===== src/rtl/zueirai_io_ctrl.sv =====
// rtl/zueirai_io_ctrl.sv - register-mapped controller for GPIO ports A/B/C
// Direction/output latches, synchronized pin inputs and rising-edge interrupt status.
module zueirai_io_ctrl #(
  parameter int SYNC_STAGES = 2
) (
  input  logic       clk,
  input  logic       rst,
  input  logic [3:0] addr,
  input  logic       wr_en,
  input  logic       rd_en,
  input  logic [7:0] wdata,
  output logic [7:0] rdata,
  output logic       rvalid,
  output logic [7:0] DIR_A,
  output logic [7:0] DIR_B,
  output logic [7:0] DIR_C,
  output logic [7:0] DOUT_A,
  output logic [7:0] DOUT_B,
  output logic [7:0] DOUT_C,
  input  logic [7:0] DIN_A,
  input  logic [7:0] DIN_B,
  input  logic [7:0] DIN_C,
  output logic       irq
);

  logic [7:0] dir_r    [3];
  logic [7:0] out_r    [3];
  logic [7:0] ie_r     [3];
  logic [7:0] stat_r   [3];
  logic [7:0] prev_r   [3];
  logic [7:0] in_v     [3];
  logic [7:0] din_v    [3];
  logic [7:0] stat_nxt [3];
  logic [7:0] sync_r   [3][SYNC_STAGES];
  logic [7:0] rd_mux;
  logic       irq_nxt;

  assign din_v[0] = DIN_A;
  assign din_v[1] = DIN_B;
  assign din_v[2] = DIN_C;

  assign in_v[0] = sync_r[0][SYNC_STAGES-1];
  assign in_v[1] = sync_r[1][SYNC_STAGES-1];
  assign in_v[2] = sync_r[2][SYNC_STAGES-1];

  assign DIR_A  = dir_r[0];
  assign DIR_B  = dir_r[1];
  assign DIR_C  = dir_r[2];
  assign DOUT_A = out_r[0];
  assign DOUT_B = out_r[1];
  assign DOUT_C = out_r[2];

  // OR-ing the new edges after the W1C mask makes a same-cycle set win over clear.
  always_comb begin
    for (int p = 0; p < 3; p++) begin
      stat_nxt[p] = (stat_r[p] & ~((wr_en && addr == 4'(12 + p)) ? wdata : 8'h00))
                  | (in_v[p] & ~prev_r[p] & ie_r[p] & ~dir_r[p]);
    end
  end

  always_comb begin
    irq_nxt = 1'b0;
    for (int p = 0; p < 3; p++) begin
      irq_nxt = irq_nxt | (|(stat_r[p] & ie_r[p]));
    end
  end

  // Address 0xF matches nothing and reads back zero.
  always_comb begin
    rd_mux = 8'h00;
    for (int p = 0; p < 3; p++) begin
      if (addr[3:2] == 2'(p)) begin
        case (addr[1:0])
          2'd0:    rd_mux = dir_r[p];
          2'd1:    rd_mux = out_r[p];
          2'd2:    rd_mux = in_v[p];
          default: rd_mux = ie_r[p];
        endcase
      end
      if (addr == 4'(12 + p)) begin
        rd_mux = stat_r[p];
      end
    end
  end

  always_ff @(posedge clk) begin
    if (rst) begin
      for (int p = 0; p < 3; p++) begin
        dir_r[p]  <= 8'h00;
        out_r[p]  <= 8'h00;
        ie_r[p]   <= 8'h00;
        stat_r[p] <= 8'h00;
        prev_r[p] <= 8'h00;
        for (int s = 0; s < SYNC_STAGES; s++) begin
          sync_r[p][s] <= 8'h00;
        end
      end
      rdata  <= 8'h00;
      rvalid <= 1'b0;
      irq    <= 1'b0;
    end else begin
      for (int p = 0; p < 3; p++) begin
        sync_r[p][0] <= din_v[p];
        for (int s = 1; s < SYNC_STAGES; s++) begin
          sync_r[p][s] <= sync_r[p][s-1];
        end
        prev_r[p] <= in_v[p];
        stat_r[p] <= stat_nxt[p];
        if (wr_en && addr[3:2] == 2'(p)) begin
          case (addr[1:0])
            2'd0:    dir_r[p] <= wdata;
            2'd1:    out_r[p] <= wdata;
            2'd3:    ie_r[p]  <= wdata;
            default: ;
          endcase
        end
      end
      rvalid <= rd_en;
      if (rd_en) begin
        rdata <= rd_mux;
      end
      irq <= irq_nxt;
    end
  end

endmodule


===== config.mk =====
export PLATFORM = sky130hd
export DESIGN_NAME = zueirai_io_ctrl
export DESIGN_NICKNAME = d
export VERILOG_FILES = /design/src/rtl/zueirai_io_ctrl.sv
export SDC_FILE = /design/constraint.sdc
export NUM_CORES = 1
export LEC_CHECK = 0
export ABC_AREA = 1
export CAP_MARGIN = 20
export CORE_MARGIN = 10
export CORE_UTILIZATION = 50
export DETAILED_ROUTE_END_ITERATION = 6
export PLACE_DENSITY = 0.74
export SYNTH_ARGS = -nofsm -noshare
export SYNTH_HDL_FRONTEND = slang
export SYNTH_SLANG_ARGS = --single-unit

===== constraint.sdc =====
create_clock -name clk -period 2.3 [get_ports clk]
set_clock_uncertainty 0.05 [all_clocks]
set_input_delay 0.46 -clock clk [delete_from_list [all_inputs] [get_ports clk]]
set_output_delay 0.46 -clock clk [all_outputs]
set_load 0.02 [all_outputs]

# Word level (Yosys, flattened, before mapping)
# Memory sizes are Yosys's and may differ from the RTL's.
# Index checks and enable logic that the tools add are counted.
[word_totals]
register_bits = 10
ramBits = 168
input_bits = 40
word_cells = 144
mem_count = 6
[mem_list]
columns = ["memory", "depth", "width", "read_ports", "rd_ports_with_merged_regs", "wr", "line_no", "source"]
rows = [
  ["sync_r", 3, 16, 3, 0, 3, "34", "logic [7:0] sync_r [3][SYNC_STAGES];"],
  ["dir_r", 3, 8, 3, 0, 3, "26", "logic [7:0] dir_r [3];"],
  ["ie_r", 3, 8, 3, 0, 3, "28", "logic [7:0] ie_r [3];"],
  ["out_r", 3, 8, 3, 0, 3, "27", "logic [7:0] out_r [3];"],
  ["prev_r", 3, 8, 3, 0, 3, "30", "logic [7:0] prev_r [3];"],
  ["stat_r", 3, 8, 3, 0, 3, "29", "logic [7:0] stat_r [3];"],
]
[op_classes]
n_eq_ne = 8
n_mux = 66
bitwise = 50
n_reduce_logical = 11
[ops]
columns = ["op", "count"]
rows = [
  ["$mux 8", 30],
  ["$and 8x8->8", 15],
  ["$not 8->8", 9],
  ["$pmux 8 s3", 3],
  ["$mux 1", 33],
  ["$or 8x8->8", 3],
  ["$reduce_or 8->1", 3],
  ["$or 1x1->1", 23],
  ["$eq 4x4->1 const B", 3],
  ["$eq 2x2->1 const B", 3],
  ["$logic_and 1x1->1", 6],
  ["$eq 2x1->1 const B", 2],
  ["$logic_not 2->1", 2],
]

# Depth between registers and ports, before layout
# Gate-level depths: netlist of run 1.
[depth]
depth_word = 8
ltp_mapped = 11
ltp_nobuf = 10

# Worst setup path after synthesis of run 1
# No wires, ideal clock.
[synth_timing]
path_kind = "input port to flip-flop"
from = "in addr[0]"
to = "mem out_r[1][2] (netlist: out_r[0][10]), enable pin"
t_arrival_ps = 1624
setup_slack_ps = 242
path_stages = 5
path_buffers = 1
path_cell_list = "clkbuf_4 -> inv_2 -> nor2_4 -> inv_1 -> o21ai_0"
[synth_rtl]
columns = ["element", "line_no", "source"]
rows = [
  ["from (decl)", "8", "input logic [3:0] addr,"],
  ["to (decl)", "27", ""],
]

==> summary.md, run 1 <==
| Metric | Value |
|---|---|
| Pleak | `3.86 nW` |
| Placeable Area | `13,800 um^2` |
| Ports placed on the boundary | `98` |
| Worst-case hold slack | `0.352 ns` |
| Outcome | `complete, no violations` |
| Max Fclk | `469 MHz` |
| CTS H-Tree Depth | `4` |
| Remaining global-route overflow | `0` |
| Post-cts gate resize count | `0` |
| Capturing point of the worst reg2reg path | `rdata[1]` |
| Floorplan die height | `139 um` |
| Number of buffers inserted by port buffering | `97` |
| Placer congestion estimate | `0.963` |
| Number of sinks driven by the clock tree | `178` |
| Syn Nets | `863` |
| Critical path data arrival time | `around 1.6 ns` |
| Yosys warns | `0` |
| Global-route usage over all layers | `22.8%` |
| TritonCTS clock tree | `done` |
| Sequential element share of the synthesized area | `between 60% and 70%` |
| Tightest Pin Transition | `0.553 ns` |
| Start point of the worst min-delay path | `sync_r[0][46]` |
| Die area | `roughly 19,000 um^2` |
| Final Hold Vio Count | `0` |
| Number of CTS-inserted buffers | `17` |
| Launch point of the worst reg-to-reg path | `out_r[0][1]` |
| Seq cells post-synth | `178` |
| DRC marker count from the first detailed-route iteration | `between 900 and 1k` |
| First-pass GRT wire length | `33.8 mm` |
| Count of distinct cell types in the synthesized netlist | `24` |
| Maximum vdd ir drop | `0.000714 V` |
| Dominant delay contributor by cell family on the critical path | `buffers and inverters` |
| Total met3 wirelength after detailed routing | `2.34 mm` |
| Sort of element at the start of the critical path | `flop` |
| Cell at the root of the clock tree | `clkbuf_16` |
| CTS Buffer Depth | `2` |
| Number of nets with antenna violations after detailed routing | `0` |
| Required time at the worst-slack endpoint | `1.79 ns` |
| Final period demand of the worst path | `2.13 ns` |
| Worst Reg-to-Reg Cells | `8` |
| CTS hold repair buffers | `0` |
| Worst relative slew slack | `63.1%` |
| Clock edge transition at the registers on the reported setup and hold paths | `0.06 ns` |
| Largest stage delay, worst path | `roughly 0.67 ns` |
| Post-Synthesis Cell Area | `7030 um^2` |
| Synthesis-to-layout area growth | `29.0%` |
| Routed via count | `6,178` |
| Element type at the critical path end | `output port` |
| Worst min-delay path category | `reg -> reg` |
| Power per unit of standard cell area | `785 nW/um^2` |
| Via density per instance | `about 5.4` |
| Hold Path Sink | `sync_r[0][38]` |
| Placed Instance Area | `around 8500 um^2` |
| Overall routed net length | `22.4 mm` |
| Total buffers and inverters traversed by the critical path | `1` |
| Setup fix buffers added after clock tree synthesis | `0` |
| Max-slew violation count | `0` |
| Post-route non-filler standard cell count | `1,152` |
| Type of the setup path with the least slack | `reg -> out` |
| Post-detailed-route DRC marker count | `0` |
| WHS Path Cells | `2` |
| Routed wire length on met2 | `10.5 mm` |
| Number of search-and-repair iterations in the first detailed-routing pass | `7` |
| Placed Cells | `1,120` |
| Count of final setup violators | `0` |
| Worst-path cell chain | `clkdlybuf4s50_1` |
| Die width | `about 140 um` |
| Initial antenna violation count | `0` |
| Max Cap Violations | `0` |
| # diodes | `0` |
| Final period util | `92.8%` |
| Initial cell density of the core | `around 50%` |
| # rows | `43` |
| Maximum number of pins on one net before global-route repair | `107` |
| Reg-to-reg setup timing slack | `0.76 ns` |
| Clock insertion delay at the later pin of the skew report | `0.44 ns` |
| Final Instance Area | `9060 um^2` |
| HPWL Detailed | `approximately 17 mm` |
| Syn avg cell area | `8.54 um^2` |
| Cell with the largest stage delay on the worst path | `clkdlybuf4s50_1` |
| Maximum fanout count along the critical path | `3` |
| Power, Total | `7.11 mW` |
| Uppermost layer routed | `met4` |
| Vias in the first global route | `between 5k and 6k` |
| Routed WL per cell | `19.5 um` |
| Share of final-layout standard cells stronger than drive strength 1 | `9.05%` |
| Synthesized netlist cell count | `slightly above 800` |
| Routed length on met1 | `8.98 mm` |
| Post-layout net count | `around 1,000` |
| RSZ-0062 raised after global routing | `no` |
-- state kept, by name, summed over array words and instances (netlist names) --
signal  count
sync_r     48
dir_r      24
ie_r       24
out_r      24
prev_r     24
stat_r     24
rdata       8
irq         1
rvalid      1
-- cell families after synthesis --
kind of cell	Yosys count	share of synthesized area, %
and+or+nand+nor	362	21.4
DFF	178	61.0
buffers and inverters	163	8.94
AOI/OAI and AO/OA	120	8.73
-- cells in the mapped netlist --
master    instances  area (um^2)
nand3_1          57          285
o21ai_0          65          325
nor3_4            1         16.3
clkbuf_1         13         48.8
a21oi_1          35          175
buf_1             3         11.3
clkbuf_4          1         7.51
buf_4             1         7.51
o21ai_1          16         80.1
nand2_2           1         6.26
buf_2             7         35.0
dfxtp_1         106         2120
inv_2             4         15.0
nor2_2            2         12.5
nor2_4            2         22.5
a31oi_1           1         6.26
clkinv_1          2         7.51
inv_1           132          495
nor2_1          108          405
nor3_1           21          105
nand4_1           4         25.0
nand2_1         166          623
edfxtp_1         72         2160
a22o_1            3         26.3
-- final cells by class --
| cell class | instances | area (um^2) |
|---|---|---|
| clock buffers | 19 | 464 |
| clock inverters | 13 | 98.8 |
| fillers | 1138 | 4770 |
| inverters | 138 | 518 |
| multi-input cells | 482 | 2110 |
| flip-flops and latches | 178 | 4280 |
| well taps | 180 | 225 |
| repair buffers | 142 | 1360 |
-- cells in the final DEF (no fill, tap or decap) --
master | synthesis | final
nand2_1 | 166 | 166
inv_1 | 132 | 132
nor2_1 | 108 | 108
dfxtp_1 | 106 | 106
clkdlybuf4s50_1 | 0 | 96
edfxtp_1 | 72 | 72
o21ai_0 | 65 | 65
nand3_1 | 57 | 57
buf_4 | 1 | 42
a21oi_1 | 35 | 35
nor3_1 | 21 | 21
clkbuf_16 | 0 | 18
o21ai_1 | 16 | 16
inv_2 | 4 | 4
nand4_1 | 4 | 4
clkinv_2 | 0 | 4
clkinv_4 | 0 | 4
buf_12 | 0 | 4
a22o_1 | 3 | 3
inv_6 | 0 | 3
clkinv_1 | 2 | 2
nor2_4 | 2 | 2
nor2_2 | 2 | 2
nor3_4 | 1 | 1
nand2_2 | 1 | 1
a31oi_1 | 1 | 1
inv_8 | 0 | 1
inv_4 | 0 | 1
clkbuf_8 | 0 | 1
-- power by group --
group / switching [mW] / internal, mW
logic: 0.459 / 0.330
clock network: 1.25 / 1.49
registers: 0.136 / 3.44
total: 1.85 / 5.26
-- how the worst max path moves through the flow --
stage / from / end / slack (ns) / cells after the start
2_1_floorplan: addr[0] / out_r[0][10] / 0.24 / 5
3_3_place_gp: addr[0] / rdata[6] / -0.005 / 11
3_5_place_dp: addr[0] / rdata[3] / -0.07 / 11
4_1_cts: dir_r[0][2] / DIR_A[2] / 0.17 / 1
5_1_grt: addr[0] / rdata[3] / 0.15 / 11
6_report: dir_r[0][2] / DIR_A[2] / 0.17 / 1
-- per-layer routing --
layer / global-route usage [%] / vias to the layer above
met5: 0 / -
met4: 8.88 / 0
met3: 5.34 / 52
met2: 35.9 / 353
met1: 29.7 / 2882
li1: - / 2891
-- per-stage QoR --
stage | setup slack, ns | setup TNS (ns) | utilization, %
after CTS | 0.173 | 0 | 65.5
final | 0.166 | 0 | 65.5
after floorplan | 0.242 | 0 | -
after global placement | -0.00503 | -0.00518 | 61.5
after detailed placement | -0.0688 | -0.151 | 61.5
after global routing | 0.154 | 0 | 65.5
(Power assumes the default switching activity.)
==> run 2, diff against run 1 <==
Settings changed: CAP_MARGIN 20 to unset, CTS_CLUSTER_SIZE set to 20, TNS_END_PERCENT set to 50.
==> results of run 2 <==
No change in the layout: final DEF, timing and power equal those of run 1.
